<file path="src/rtl/fetch_pkg.sv">
// Shared fetch-side constants and fill FSM encoding for the instruction-cache fill path.
package fetch_pkg;
  localparam int BLOCK_SIZE    = 32;
  localparam int BITS_PER_BYTE = 8;
  localparam int BEAT_BITS     = 64;
  localparam int BLOCK_BITS    = BLOCK_SIZE * BITS_PER_BYTE;
  localparam int BEATS         = BLOCK_BITS / BEAT_BITS;

  typedef enum logic [2:0] {
    S_IDLE  = 3'd0,
    S_REQ   = 3'd1,
    S_WAIT  = 3'd2,
    S_WRITE = 3'd3,
    S_DRAIN = 3'd4
  } fill_state_e;
endpackage

</file>
<file path="src/rtl/fill_block_buffer.sv">
// Beat-indexed block assembly register: one beat written per strobe, whole block cleared on new fill.
module fill_block_buffer #(
  parameter int BEATS     = 4,
  parameter int BEAT_BITS = 64,
  parameter int IDX_W     = 2
) (
  input  logic                       clock_i,
  input  logic                       reset_i,
  input  logic                       clr_i,
  input  logic                       we_i,
  input  logic [IDX_W-1:0]           idx_i,
  input  logic [BEAT_BITS-1:0]       data_i,
  output logic [BEATS*BEAT_BITS-1:0] block_o
);
  logic [BEATS-1:0][BEAT_BITS-1:0] beat_q;

  always_ff @(posedge clock_i or negedge reset_i) begin
    if (!reset_i) begin
      beat_q <= '0;
    end else if (clr_i) begin
      beat_q <= '0;
    end else if (we_i) begin
      for (int i = 0; i < BEATS; i++)
        if (idx_i == IDX_W'(i)) beat_q[i] <= data_i;
    end
  end

  assign block_o = beat_q;
endmodule

</file>
<file path="src/rtl/icache_fill.sv">
// Instruction-cache miss fill: fetches a block beat by beat from memory and writes it to the cache once.
module icache_fill #(
  parameter int BLOCK_SIZE    = fetch_pkg::BLOCK_SIZE,
  parameter int BITS_PER_BYTE = fetch_pkg::BITS_PER_BYTE,
  parameter int BEAT_BITS     = fetch_pkg::BEAT_BITS
) (
  input  logic                                clock_i,
  input  logic                                reset_i,
  input  logic                                missValid_i,
  input  logic [15:0]                         missAddr_i,
  output logic                                missReady_o,
  input  logic                                flush_i,
  output logic                                memReq_o,
  output logic [15:0]                         memAddr_o,
  input  logic                                memAck_i,
  input  logic                                memValid_i,
  input  logic [BEAT_BITS-1:0]                memData_i,
  output logic                                writeEnable_o,
  output logic [15:0]                         writeAddress_o,
  output logic [BLOCK_SIZE*BITS_PER_BYTE-1:0] writeBlock_o,
  output logic                                busy_o
);
  import fetch_pkg::*;

  localparam int BLK_BITS   = BLOCK_SIZE * BITS_PER_BYTE;
  localparam int NBEATS     = BLK_BITS / BEAT_BITS;
  localparam int BEAT_W     = $clog2(NBEATS);
  localparam int BEAT_BYTES = BEAT_BITS / BITS_PER_BYTE;
  localparam logic [15:0] BASE_MASK = ~16'(BLOCK_SIZE - 1);

  fill_state_e       state_q, state_d;
  logic [BEAT_W-1:0] beat_q, beat_d;
  logic [15:0]       base_q, base_d;
  logic              clr, cap;

  always_ff @(posedge clock_i or negedge reset_i) begin
    if (!reset_i) begin
      state_q <= S_IDLE;
      beat_q  <= '0;
      base_q  <= '0;
    end else begin
      state_q <= state_d;
      beat_q  <= beat_d;
      base_q  <= base_d;
    end
  end

  always_comb begin
    state_d = state_q;
    beat_d  = beat_q;
    base_d  = base_q;
    clr     = 1'b0;
    cap     = 1'b0;
    unique case (state_q)
      S_IDLE:
        if (missValid_i && !flush_i) begin
          base_d  = missAddr_i & BASE_MASK;
          beat_d  = '0;
          clr     = 1'b1;
          state_d = S_REQ;
        end
      S_REQ:
        if (memAck_i) begin
          // Data already returned with a flush leaves nothing outstanding, so no drain needed.
          if (memValid_i) begin
            if (flush_i) state_d = S_IDLE;
            else         cap     = 1'b1;
          end else begin
            state_d = flush_i ? S_DRAIN : S_WAIT;
          end
        end else if (flush_i) begin
          state_d = S_IDLE;
        end
      S_WAIT:
        if (memValid_i) begin
          if (flush_i) state_d = S_IDLE;
          else         cap     = 1'b1;
        end else if (flush_i) begin
          state_d = S_DRAIN;
        end
      S_WRITE: state_d = S_IDLE;
      S_DRAIN: if (memValid_i) state_d = S_IDLE;
      default: state_d = S_IDLE;
    endcase
    if (cap) begin
      beat_d  = beat_q + 1'b1;
      state_d = (beat_q == BEAT_W'(NBEATS - 1)) ? S_WRITE : S_REQ;
    end
  end

  fill_block_buffer #(
    .BEATS    (NBEATS),
    .BEAT_BITS(BEAT_BITS),
    .IDX_W    (BEAT_W)
  ) u_buf (
    .clock_i(clock_i),
    .reset_i(reset_i),
    .clr_i  (clr),
    .we_i   (cap),
    .idx_i  (beat_q),
    .data_i (memData_i),
    .block_o(writeBlock_o)
  );

  // Base is block-aligned and beat offset stays inside the block, so no carry reaches the tag bits.
  assign memAddr_o      = base_q + 16'(beat_q) * 16'(BEAT_BYTES);
  assign memReq_o       = (state_q == S_REQ);
  assign missReady_o    = (state_q == S_IDLE);
  assign busy_o         = (state_q != S_IDLE);
  assign writeEnable_o  = (state_q == S_WRITE) && !flush_i;
  assign writeAddress_o = base_q;
endmodule

</file>
<file path="config.mk">
export PLATFORM = sky130hd
export DESIGN_NAME = icache_fill
export DESIGN_NICKNAME = d
export VERILOG_FILES = /design/src/rtl/fetch_pkg.sv /design/src/rtl/fill_block_buffer.sv /design/src/rtl/icache_fill.sv
export SDC_FILE = /design/constraint.sdc
export NUM_CORES = 1
export LEC_CHECK = 0
export CORE_MARGIN = 8
export CORE_UTILIZATION = 51
export CTS_BUF_LIST = sky130_fd_sc_hd__clkbuf_4
export DETAILED_ROUTE_END_ITERATION = 12
export PLACE_DENSITY = 0.85
export SYNTH_ARGS = -nofsm -noshare
export SYNTH_HDL_FRONTEND = slang
export SYNTH_SLANG_ARGS = --single-unit
</file>
<file path="constraint.sdc">
create_clock -name clock_i -period 2.7 [get_ports clock_i]
set_input_delay 0.81 -clock clock_i [delete_from_list [all_inputs] [get_ports clock_i]]
set_output_delay 0.81 -clock clock_i [all_outputs]
set_load 0.005 [all_outputs]
</file>
# --- After elaboration in Yosys (flattened, before gate mapping) ---
# Cells that the tools add are included.
op_classes:
  n_addsub: 2
  eq_ne: 10
  n_mux: 26
  reduce_logical: 20
ops:
  columns: ["op", "n"]
  rows:
  - ["$mux W256", 2]
  - ["$mux W64", 4]
  - ["$mux W3", 9]
  - ["$add A16 B5 Y16", 1]
  - ["$reduce_bool A2 Y1", 7]
  - ["$pmux W3 S4", 1]
  - ["$reduce_and A2 Y1", 6]
  - ["$mux W2", 4]
  - ["$eq A3 B2 Y1 const B", 2]
  - ["$mux W1", 5]
  - ["$eq A2 B2 Y1 const B", 2]
  - ["$ne A4 B4 Y1 const B", 1]
  - ["$eq A3 B1 Y1 const B", 1]
  - ["$eq A3 B3 Y1 const B", 1]
  - ["$logic_not A3 Y1", 1]
  - ["$ne A3 B1 Y1 const B", 1]
  - ["$ne A3 B3 Y1 const B", 1]
  - ["$reduce_and A3 Y1", 1]
  - ["$reduce_bool A3 Y1", 1]
  - ["$add A2 B1 Y2 const B", 1]
  - ["$eq A2 B1 Y1 const B", 1]
  - ["$logic_and A1 B1 Y1", 2]
  - ["$logic_not A2 Y1", 1]
  - ["$pmux W1 S2", 1]
  - ["$logic_not A1 Y1", 1]
word_totals:
  regBits: 272
  input_bits: 86
  out_inout_bits: 292
  wordCells: 65

# --- Depth between registers and ports, before layout ---
# Gate-level depths: netlist of run 1.
depth:
  depth_word: 6
  depth_mapped: 9
  mapped_depth_nobuf: 6

# --- By module ---
# A second synthesis of run 1 with hierarchy kept.
hier_totals:
  cells_unflattened: 980
  hier_area_um2: 12271.8
modules_own_cells:
  columns: ["module", "instances", "cells_each", "area_each_um2", "seq_area_each_um2"]
  rows:
  - ["fill_block_buffer", 1, 901, 11329.6, 6406.1]
  - ["icache_fill", 1, 79, 942.2, 400.4]

# --- Worst setup path after synthesis of run 1 ---
# No wires, ideal clock.
synth_path:
  path_kind: "input port to output port"
  from: "in flush_i"
  to: "out writeEnable_o"
  arrival_time_ns: 1.344
  required_ns: 1.890
  setup_slack_ns: 0.546
  path_stages: 3
  path_buffers: 1
  path_cell_list: "clkbuf_2 nor2_1 and3_1"
synth_via:
  elab_chain_len: 2
synth_lines:
  columns: ["element", "line", "rtl"]
  rows:
  - ["from (decl)", "icache_fill.sv:12", "input logic flush_i,"]
  - ["$logic_not A1 Y1", "icache_fill.sv:110", "assign writeEnable_o = (state_q == S_WRITE) && !flush_i;"]
  - ["$logic_and A1 B1 Y1", "icache_fill.sv:110", null]
  - ["to (decl)", "icache_fill.sv:18", "output logic writeEnable_o,"]
# Every way passes these cells.

# --- Final worst setup path of run 1 ---
# Ends and elaborated chain as after synthesis.

==> impl_results.rst, run 1 <==
.. list-table::
   :header-rows: 1

   * - Metric
     - Value
   * - Overflow left after global routing
     - 0
   * - Number of cells in the finished layout apart from fillers
     - 1913
   * - Worst setup SP type
     - input port
   * - Tightest hold margin
     - 0.121 ns
   * - Static leakage
     - 0.00688 uW
   * - Worst-path fanout max
     - 2
   * - Portion of the post-synthesis area used by sequential elements
     - 61.4%
   * - Initial Util
     - 51.4%
   * - Area added between synthesis and finish
     - 44.5%
   * - Clock buffer depth
     - 3
   * - Multiplexer area fraction after synthesis
     - 1.40%
   * - Final Setup Violations
     - 0
   * - Share of synthesized cell area in and, or, nand and nor gates
     - 18.4%
   * - Share of Yosys cell area claimed by the top area cell type
     - 61.4%
   * - Classification of the worst-slack hold path
     - input port to asynchronous set/reset pin
   * - Post-DRT Antenna Nets
     - 0
   * - Total GRT Usage
     - 25.7%
   * - Crit path largest cell delay
     - 0.48 ns
   * - Share of the synthesized netlist area taken by xor and xnor gates
     - 0%
   * - Required time reported for the critical path endpoint
     - 1.89 ns
   * - Flop and latch count out of synthesis
     - 272
   * - Clock tree root driver cell
     - sky130_fd_sc_hd__clkbuf_4
   * - Final critical-path setup slack
     - 0.0928 ns
   * - Shortest clock period the worst path allows after layout
     - 2.61 ns
   * - Row count
     - 54
   * - Horizontal die dimension
     - 163 um
   * - Final-report hold violation count
     - 0
   * - Highest ir drop seen on vdd
     - 0.000503 V
   * - H-Tree Level Count
     - 3
   * - Outcome
     - finished, final reports clean
   * - Cells after synthesis
     - 1203
   * - Drt drc
     - 0
   * - WS Path Type
     - input port to primary output
   * - Via count
     - 9987
   * - Layout cells sized above 1
     - 10.6%
   * - Via count normalized by instance count
     - 5.22
   * - Combinational family with the most area after synthesis
     - simple AND/OR/NAND/NOR gates
   * - Clock transition at the register clock pins on the worst setup and hold paths after CTS
     - 0.07 ns
   * - Total cell area at the placement stage
     - 15100 um2
   * - Number of buffers added on ports
     - 364
   * - Most area-consuming cells after synthesis
     - sky130_fd_sc_hd__dfrtp_1 (61%), sky130_fd_sc_hd__nand2_1 (17%), sky130_fd_sc_hd__o21ai_0 (8.9%), sky130_fd_sc_hd__o21ai_1 (2.7%), sky130_fd_sc_hd__buf_4 (1.8%)
   * - Length of the first detailed-routing pass in iterations
     - 5
   * - Arrival time worst endpoint
     - 1.80 ns
   * - Boundary pin count
     - 378
   * - Die footprint
     - 26700 um2
   * - Unique masters post-synth
     - 30
   * - Netlist area before placement
     - 11100 um2
   * - Total wire length
     - 34800 um
   * - Number of sinks on the clock net
     - 272
   * - Transition time at the pin with the least slew margin
     - 0.683 ns
   * - Cell accounting for the most synthesized area
     - sky130_fd_sc_hd__dfrtp_1
   * - Number of warnings reported in the yosys synthesis log
     - 0
   * - Largest net degree at the start of global routing
     - 140
   * - Ordered cell list for the critical path
     - clkdlybuf4s50_1, nor2_1, and3_1, dlygate4sd2_1
   * - Final weighted congestion in routability-driven placement
     - 0.830
   * - Layout Cell Area excl Fill
     - 16000 um2
   * - Synthesized area per cell
     - 9.21 um2
   * - Placed wire-length estimate
     - 24700 um
   * - Setup Slack @ Placement
     - -0.161 ns
   * - Clock network latency to the later pin of the worst-skew pair
     - 0.64 ns
   * - DRC violation total after the first TritonRoute iteration
     - 688
   * - P per Cell Area
     - 780 nW/um2
   * - Final Net Count
     - 1674
   * - Setup repair after global routing missed its margin
     - no
   * - Tot Pwr
     - 12500 uW
   * - Post-route fraction of the period consumed by the critical path
     - 96.6%
   * - Highest clock frequency the design can meet
     - 0.384 GHz
   * - Arithmetic-cell share of the synthesized area counting full adders, half adders and majority gates
     - 0.452%
   * - Number of buffers created by CTS
     - 70
   * - Type of destination of the critical path
     - primary output
   * - Core ar.
     - 21600 um2
   * - Final Max Tran Viols
     - 0
   * - Die span in y
     - 163 um
   * - Cell with the largest stage delay on the worst path
     - sky130_fd_sc_hd__clkdlybuf4s50_1
   * - CTS tree
     - yes
   * - Routed wire length per instance
     - 18.2 um
   * - Vias in the first global route
     - 10200
   * - Compound-gate portion of the synthesized area
     - 12.6%
   * - Inst Count DP
     - 1790
   * - Wire length of the first global-routing pass
     - 54600 um
   * - Final Skew
     - 0.0433 ns
   * - Number of max-cap violations
     - 0
   * - Relative slew margins
     - 54.5%
   * - Initial antenna violation count
     - 1
## layout by cell type (no fill, tap or decap), types with 2 or more instances in the layout
master / n
sky130_fd_sc_hd__dfrtp_1: 269
sky130_fd_sc_hd__bufinv_16: 2
sky130_fd_sc_hd__a2111oi_4: 4
sky130_fd_sc_hd__dlygate4sd2_1: 4
sky130_fd_sc_hd__clkinv_1: 17
sky130_fd_sc_hd__clkdlybuf4s50_1: 359
sky130_fd_sc_hd__ha_1: 4
sky130_fd_sc_hd__mux2i_1: 2
sky130_fd_sc_hd__conb_1: 8
sky130_fd_sc_hd__buf_4: 28
sky130_fd_sc_hd__nand2_1: 515
sky130_fd_sc_hd__mux2_2: 12
sky130_fd_sc_hd__nor3_1: 2
sky130_fd_sc_hd__nand3_1: 4
sky130_fd_sc_hd__a21oi_1: 3
sky130_fd_sc_hd__nor2_1: 2
sky130_fd_sc_hd__buf_12: 18
sky130_fd_sc_hd__o21ai_0: 197
sky130_fd_sc_hd__inv_1: 6
sky130_fd_sc_hd__o21ai_1: 60
sky130_fd_sc_hd__dfrtp_2: 3
sky130_fd_sc_hd__clkbuf_4: 98
sky130_fd_sc_hd__inv_2: 2
## layout make-up
cell class	count	area [um2]
Antenna cell	1	2.50
Multi-Input combinational cell	824	3730
Inverter	6	22.5
Tap cell	280	350
Clock inverter	22	136
Sequential cell	272	6810
Fill cell	1431	5550
Timing Repair Buffer	410	4210
Clock buffer	98	736
## through the flow
step | TNS, ns | util (%)
floorplan | 0 | -
global placement | -0.194 | 70.1
detailed placement | -0.193 | 70.1
CTS | 0 | 74.2
global route | 0 | 74.2
finish | 0 | 74.2
## logic make-up (layout without fill, tap and decap cells)
family	Yosys count	in the layout
and+or+nand+nor	530	530
DFF	272	272
AOI/OAI and AO/OA	268	268
buffers and inverters	114	536
muxes	14	14
adders and majority gates	4	4
other	1	9
## layer usage
| layer | up-vias | track usage [%] | wire length (um) |
|---|---|---|---|
| met5 | - | 0 | 0 |
| met4 | 0 | 12.1 | 1200 |
| met3 | 74 | 8.59 | 3720 |
| met2 | 471 | 42.1 | 16800 |
| met1 | 4785 | 30.0 | 13000 |
| li1 | 4657 | - | - |
## what timing repair did
| action | CTS | global route |
|---|---|---|
| gates resized for setup | 8 | 0 |
| buffers inserted | 2 | 0 |
| hold buffers | 0 | 0 |
| setup endpoints to repair | 4 | 0 |
## Yosys cell counts (all sizes together)
library cell and n:
nand3 4, nor2 2, mux2 12, conb 1, o211a 1, nor2b 1, a2111oi 4, buf 67
and3 1, ha 4, clkbuf 41, o21ai 257, a21oi 3, a211oi 1, nand2 516, dfrtp 272
nand2b 2, mux2i 2, a31oi 1, nor3 3, nand3b 1, o32ai 1, inv 6
## sequential cells by signal, indices dropped and copies added, names as in the netlist
signal and cells:
u_buf.block_o 256, writeAddress_o 11, state_q 3, beat_q 2
## critical path, delay by kind of cell
kind	cells	cell delay [ns]
buffers and inverters	2	0.75
AND/OR/NAND/NOR	2	0.24
## path summary, 6_finish.rpt
path,from,endpoint,slack (ns),cells past startpoint
setup / recovery,flush_i,writeEnable_o,0.09,4
hold / removal,reset_i,u_buf.block_o[175]$_DFFE_PN0P_,0.12,1
setup reg to reg,beat_q[0]$_DFFE_PN0P_,u_buf.block_o[5]$_DFFE_PN0P_,0.74,7
hold reg to reg,u_buf.block_o[125]$_DFFE_PN0P_,u_buf.block_o[125]$_DFFE_PN0P_,0.51,2
max in group asynchronous,reset_i,u_buf.block_o[231]$_DFFE_PN0P_,1.80,2
min in group clock_i,u_buf.block_o[125]$_DFFE_PN0P_,u_buf.block_o[125]$_DFFE_PN0P_,0.51,2
## where the power goes
| group | switching [uW] | total, uW | internal, uW | leakage [uW] |
|---|---|---|---|---|
| clock | 1650 | 3510 | 1870 | 0.000518 |
| combinational | 1580 | 3630 | 2050 | 0.00263 |
| sequential | 480 | 5340 | 4860 | 0.00373 |
| total | 3710 | 12500 | 8770 | 0.00688 |
Note: power is estimated with default switching activity, not from simulation.
==> run 2, diff against run 1 <==
--- a/config.mk
+++ b/config.mk
@@ -6,10 +6,11 @@
 export NUM_CORES = 1
 export LEC_CHECK = 0
 export CORE_MARGIN = 8
-export CORE_UTILIZATION = 51
+export CORE_UTILIZATION = 65
 export CTS_BUF_LIST = sky130_fd_sc_hd__clkbuf_4
 export DETAILED_ROUTE_END_ITERATION = 12
-export PLACE_DENSITY = 0.85
+export DONT_BUFFER_PORTS = 1
+export PLACE_DENSITY = 0.78
 export SYNTH_ARGS = -nofsm -noshare
 export SYNTH_HDL_FRONTEND = slang
 export SYNTH_SLANG_ARGS = --single-unit
==> impl_results.rst, run 2 (synthesis gave the netlist of run 1 again) <==
.. list-table::
   :header-rows: 1

   * - Metric
     - Value
   * - Outcome
     - complete, but fails checks
   * - Failing checks
     - hold timing
   * - H-Tree Level Count
     - 3
   * - Total GRT Usage
     - 27.2%
   * - Number of max-cap violations
     - 0
   * - Tightest hold margin
     - -0.109 ns
   * - Relative slew margins
     - 21.4%
   * - Clock share of power
     - 33.5%
   * - Final-layout fill cell count
     - 1212
   * - Transition time at the pin with the least slew margin
     - 1.18 ns
   * - Via count normalized by instance count
     - 5.70
   * - Classification of the worst-slack hold path
     - input port to asynchronous set/reset pin
   * - Most common cell after layout, fill and taps aside
     - sky130_fd_sc_hd__nand2_1
   * - Overflow left after global routing
     - 0
   * - WS Path Type
     - flop to primary output
   * - Post-route fraction of the period consumed by the critical path
     - 93.5%
   * - Final weighted congestion in routability-driven placement
     - 0.804
   * - Clock buffer depth
     - 3
   * - Clock transition at the register clock pins on the worst setup and hold paths after CTS
     - 0.06 ns
   * - Setup Slack @ Placement
     - 0.249 ns
   * - Internal portion of total power
     - 7210 uW
   * - Proportion of total power due to net switching
     - 30.5%
   * - Cell family contributing the most delay on the critical path
     - flip-flops
   * - Total wire length
     - 29400 um
   * - Sequential fraction of design power
     - 55.0%
   * - Final Skew
     - 0.0193 ns
   * - Shortest clock period the worst path allows after layout
     - 2.52 ns
   * - Final Net Count
     - 1276
   * - Highest ir drop seen on vdd
     - 0.000499 V
   * - Length of the first detailed-routing pass in iterations
     - 5
   * - Drt drc
     - 0
   * - Final critical-path setup slack
     - 0.177 ns
   * - Max reg flops
     - 256
   * - Ordered cell list for the critical path
     - nor3_2, inv_1
   * - Final Max Tran Viols
     - 0
   * - Comb power frac
     - 11.5%
   * - Cell with the largest stage delay on the worst path
     - sky130_fd_sc_hd__dfrtp_1
   * - CTS tree
     - yes
   * - P per Cell Area
     - 873 nW/um2
   * - Area added between synthesis and finish
     - 7.33%
   * - Layout cells sized above 1
     - 11.5%
   * - Sw Pwr
     - 3170 uW
   * - Timing startpoint of the critical path
     - state_q[1]$_DFFE_PN0P_
   * - Setup repair after global routing missed its margin
     - no
   * - Placed wire-length estimate
     - 20000 um
   * - Required time reported for the critical path endpoint
     - 1.89 ns
   * - Row count
     - 47
   * - Combined buffer and inverter count along the critical path
     - 1
   * - Setup TNS
     - 0 ns
   * - Boundary pin count
     - 378
   * - Crit path largest cell delay
     - 0.51 ns
   * - Type of destination of the critical path
     - primary output
   * - Most frequent cells in the layout
     - sky130_fd_sc_hd__nand2_1 (515), sky130_fd_sc_hd__dfrtp_1 (272), sky130_fd_sc_hd__o21ai_0 (197)
   * - Final-report hold violation count
     - 105
   * - Final Setup Violations
     - 0
   * - Resized cells post-CTS
     - 0
   * - Highest clock frequency the design can meet
     - 0.396 GHz
   * - Number of cells in the finished layout apart from fillers
     - 1452
   * - Vias in the first global route
     - 8182
   * - Initial antenna violation count
     - 2
   * - Number of buffers created by CTS
     - 69
   * - Static leakage
     - 0.00537 uW
   * - Core ar.
     - 16600 um2
   * - Clock tree root driver cell
     - sky130_fd_sc_hd__clkbuf_4
   * - Inst Count DP
     - 1335
   * - Worst setup SP type
     - flop
   * - Worst-path fanout max
     - 10
   * - Number of sinks on the clock net
     - 272
   * - Post-DRT Antenna Nets
     - 0
   * - Arrival time worst endpoint
     - 1.71 ns
   * - Largest net degree at the start of global routing
     - 273
   * - Wire length of the first global-routing pass
     - 46300 um
   * - Launch point of the worst reg-to-reg path
     - state_q[1]$_DFFE_PN0P_
   * - Die span in y
     - 147 um
   * - Clock network latency to the later pin of the worst-skew pair
     - 0.61 ns
   * - Number of buffers added on ports
     - 0
   * - Die footprint
     - 21500 um2
   * - Initial Util
     - 66.6%
   * - DRC violation total after the first TritonRoute iteration
     - 609
   * - Horizontal die dimension
     - 147 um
   * - Routed wire length per instance
     - 20.3 um
   * - Via count
     - 8275
==> run 2: changes by cell type in the layout (fill, tap and decap cells not counted), sizes merged <==
cell | before | now
clkdlybuf4s50 | 359 | 0
dlygate4sd2 | 4 | 0
diode | 1 | 2
clkinv | 18 | 9
buf | 47 | 13
clkbuf | 98 | 102
==> run 2: power by group through the flow <==
stage          Sequential (uW)  Combinational (uW)  Clock [uW]
2_1_floorplan             5420                1120           0
4_1_cts                   5730                1210        3560
3_3_place_gp              5770                1130           0
3_5_place_dp              5790                1210           0
6_report                  5710                1200        3470
5_1_grt                   5810                1400        3780
==> run 2: metal layers <==
metal / vias up / track usage [%] / part of all wire [%]
met5: - / 0 / 0
met4: 0 / 17.0 / 5.1
met3: 87 / 12.8 / 13
met2: 427 / 42.1 / 48
met1: 3911 / 30.0 / 34
li1: 3850 / - / -
==> run 2: final cells by class <==
class | instances | area, um2 | area share [%]
antenna | 2 | 5.00 | 0.0421
clock buffer | 102 | 766 | 6.44
clock inverter | 13 | 105 | 0.884
inverter | 6 | 22.5 | 0.189
multi-input combinational | 824 | 3720 | 31.3
sequential | 272 | 6810 | 57.3
tap | 220 | 275 | 2.32
timing repair buffer | 13 | 185 | 1.56
==> run 2: worst reg2reg max path: cells and delay by family (launching register included) <==
| kind | cells | cell delay [ns] |
|---|---|---|
| compound gates | 1 | 0.19 |
| simple gates | 3 | 0.52 |
| buf+inv | 1 | 0.83 |
| flops | 1 | 0.57 |
==> run 2: final timing paths <==
check                                                  to  slack, ns  cells past startpoint
setup / recovery                                   busy_o       0.18                      2
hold / removal                     state_q[0]$_DFFE_PN0P_      -0.11                      0
setup reg to reg           u_buf.block_o[188]$_DFFE_PN0P_       0.50                      5
hold reg to reg            u_buf.block_o[108]$_DFFE_PN0P_       0.54                      2
max in group asynchronous  u_buf.block_o[220]$_DFFE_PN0P_       2.16                      0
min in group clock_i               state_q[2]$_DFFE_PN0P_       0.26                      1
==> run 2: timing repair <==
| item | CTS | global route |
|---|---|---|
| buffers inserted | 0 | 0 |
| endpoints found under the setup margin | 0 | 0 |
| hold endpoints to repair | 272 | 272 |
==> run 2: metrics by stage <==
step	total power (uW)	utilization (%)	hold slack, ns	cell area, um2
CTS	10500	71.4	-0.174	11900
global route	11000	71.4	-0.166	11900
detailed placement	7010	66.2	0.520	11000
global placement	6900	66.2	0.521	11000
finish	10400	71.4	-0.109	11900
floorplan	6540	-	0.514	11100
==> run 3, diff against run 2 <==
==> constraint.sdc (replaced) <==
create_clock -name clock_i -period 2.7 [get_ports clock_i]
set_input_delay 0.81 -clock clock_i [delete_from_list [all_inputs] [get_ports clock_i]]
set_output_delay 0.81 -clock clock_i [all_outputs]
set_load 0.1 [all_outputs]
==> impl_results.rst, run 3 (synthesis gave the netlist of run 1 again) <==
.. list-table::
   :header-rows: 1

   * - Metric
     - Value
   * - Depth of the worst register-to-register path
     - 5
   * - Type of destination of the critical path
     - primary output
   * - Layout Cell Area excl Fill
     - 14200 um2
   * - Vias in the first global route
     - 10200
   * - Clock transition at the register clock pins on the worst setup and hold paths after CTS
     - 0.07 ns
   * - Via count normalized by instance count
     - 5.73
   * - Routed wire length per instance
     - 20.9 um
   * - Setup repair after global routing missed its margin
     - yes
   * - Horizontal die dimension
     - 147 um
   * - Clock buffer depth
     - 3
   * - Sw Pwr
     - 10200 uW
   * - Ordered cell list for the critical path
     - nor2_2, and3_2, buf_12
   * - Final Skew
     - 0.0545 ns
   * - Capturing element of the worst setup path
     - writeEnable_o
   * - Via count
     - 9905
   * - Final Max Tran Viols
     - 0
   * - Classification of the worst-slack hold path
     - input port to asynchronous set/reset pin
   * - Highest ir drop seen on vdd
     - 0.00145 V
   * - Initial Util
     - 66.6%
   * - Final weighted congestion in routability-driven placement
     - 0.815
   * - Worst setup SP type
     - flop
   * - Failing checks
     - hold timing
   * - H-Tree Level Count
     - 3
   * - Initial antenna violation count
     - 2
   * - Most common cell after layout, fill and taps aside
     - sky130_fd_sc_hd__nand2_1
   * - Drt drc
     - 0
   * - Clock tree root driver cell
     - sky130_fd_sc_hd__clkbuf_4
   * - Number of max-cap violations
     - 0
   * - Final Setup Violations
     - 0
   * - Total wire length
     - 36000 um
   * - Area added between synthesis and finish
     - 27.8%
   * - Tot Pwr
     - 18600 uW
   * - Sequential fraction of design power
     - 30.5%
   * - Clock share of power
     - 19.0%
   * - Core ar.
     - 16600 um2
   * - Number of sinks on the clock net
     - 272
   * - Shortest clock period the worst path allows after layout
     - 2.62 ns
   * - P per Cell Area
     - 1320 nW/um2
   * - Die footprint
     - 21500 um2
   * - Most frequent cells in the layout
     - sky130_fd_sc_hd__nand2_1 (515), sky130_fd_sc_hd__buf_4 (271), sky130_fd_sc_hd__dfrtp_1 (260)
   * - Arrival time worst endpoint
     - 1.81 ns
   * - Outcome
     - complete, but fails checks
   * - DRC violation total after the first TritonRoute iteration
     - 839
   * - Worst-path fanout max
     - 10
   * - Cell with the largest stage delay on the worst path
     - sky130_fd_sc_hd__dfrtp_2
   * - Final Net Count
     - 1553
   * - Number of buffers created by CTS
     - 69
   * - Max reg flops
     - 256
   * - Final critical-path setup slack
     - 0.0811 ns
   * - WS Path Type
     - flop to primary output
   * - Comb power frac
     - 50.5%
   * - CTS tree
     - yes
   * - Timing startpoint of the critical path
     - state_q[2]$_DFFE_PN0P_
   * - Reg-to-reg endpoint
     - u_buf.block_o[38]$_DFFE_PN0P_
   * - Setup Slack @ Placement
     - 0.449 ns
   * - Total cell area at the placement stage
     - 13300 um2
   * - Launch point of the worst reg-to-reg path
     - state_q[1]$_DFFE_PN0P_
   * - Relative slew margins
     - 59.2%
   * - Largest net degree at the start of global routing
     - 273
   * - Row count
     - 47
   * - Post-route fraction of the period consumed by the critical path
     - 97.0%
   * - Register-to-register setup slack
     - 0.51 ns
   * - Crit path largest cell delay
     - 0.54 ns
   * - Wire length of the first global-routing pass
     - 56100 um
   * - Overflow left after global routing
     - 0
   * - Total GRT Usage
     - 33.0%
   * - Static leakage
     - 0.00689 uW
   * - Layout cells sized above 1
     - 28.8%
   * - Length of the first detailed-routing pass in iterations
     - 7
   * - Highest clock frequency the design can meet
     - 0.382 GHz
   * - Proportion of total power due to net switching
     - 54.7%
   * - Boundary pin count
     - 378
   * - Internal portion of total power
     - 8440 uW
   * - Required time reported for the critical path endpoint
     - 1.89 ns
   * - Tightest hold margin
     - -0.146 ns
   * - Clock network latency to the later pin of the worst-skew pair
     - 0.66 ns
   * - Final-report hold violation count
     - 272
   * - Post-DRT Antenna Nets
     - 0
   * - Die span in y
     - 147 um
   * - Transition time at the pin with the least slew margin
     - 0.611 ns
   * - Number of buffers added on ports
     - 0
   * - Placed wire-length estimate
     - 23000 um
-- run 3: cell count changes in the layout (fill, tap and decap cells not counted), sizes merged --
cell,change
diode,-1
clkbuf,+3
buf,+277
clkinv,-3
-- run 3: routing by layer --
metal  GRT usage [%]  part of all wire [%]  wire [um]  up-vias
li1                -                     -          -     4395
met1            34.0                    31      11300     4707
met2            55.0                    50      18000      659
met3            13.5                    12       4500      142
met4            21.5                   6.0       2160        2
met5               0                 0.039         14        -
-- run 3: how the worst min path moves through the flow --
stage / startpoint / to / slack, ns / cells past startpoint
global route: reset_i / state_q[1]$_DFFE_PN0P_ / -0.19 / 0
detailed placement: u_buf.block_o[238]$_DFFE_PN0P_ / u_buf.block_o[238]$_DFFE_PN0P_ / 0.51 / 2
global placement: u_buf.block_o[109]$_DFFE_PN0P_ / u_buf.block_o[109]$_DFFE_PN0P_ / 0.50 / 2
CTS: reset_i / u_buf.block_o[142]$_DFFE_PN0P_ / -0.20 / 0
finish: reset_i / beat_q[0]$_DFFE_PN0P_ / -0.15 / 0
floorplan: reset_i / beat_q[0]$_DFFE_PN0P_ / 0.51 / 0
-- run 3: power groups by stage --
stage	logic [uW]	registers, uW	clock network, uW
after floorplan	2030	11000	0
after global placement	9210	5670	0
after detailed placement	9330	5720	0
after CTS	9420	5670	3620
after global routing	9670	5750	3810
final	9420	5680	3550
-- run 3: layout make-up --
type                    count  area (um2)
flip-flops and latches    272        6820
multi-input cells         824        3740
fillers                   835        2490
repair buffers            290        2410
clock buffers             105         788
well taps                 220         275
clock inverters            10        90.1
inverters                   6        22.5
diodes                      1        2.50
-- run 3: worst max-delay path, delay by kind of cell (launching register included) --
family                 cells  cell delay, ns
flip-flops                 1            0.54
buffers and inverters      1            0.17
AND/OR/NAND/NOR            2            0.43
-- run 3: through the flow --
step	setup TNS (ns)	cells	hold slack, ns	utilization, %
2_1_floorplan	-0.214	1210	0.514	-
3_3_place_gp	0	1611	0.504	79.6
3_5_place_dp	0	1611	0.511	79.6
4_1_cts	0	1727	-0.197	85.0
5_1_grt	-0.00235	1728	-0.188	85.0
6_report	0	1728	-0.146	85.0
-- run 3: what timing repair did --
item / in CTS / in global routing
setup buffers: 1 / 0
endpoints found under the setup margin: 3 / 1
hold endpoints to repair: 272 / 272
pin swaps: 1 / 0
resized for setup: 3 / 0
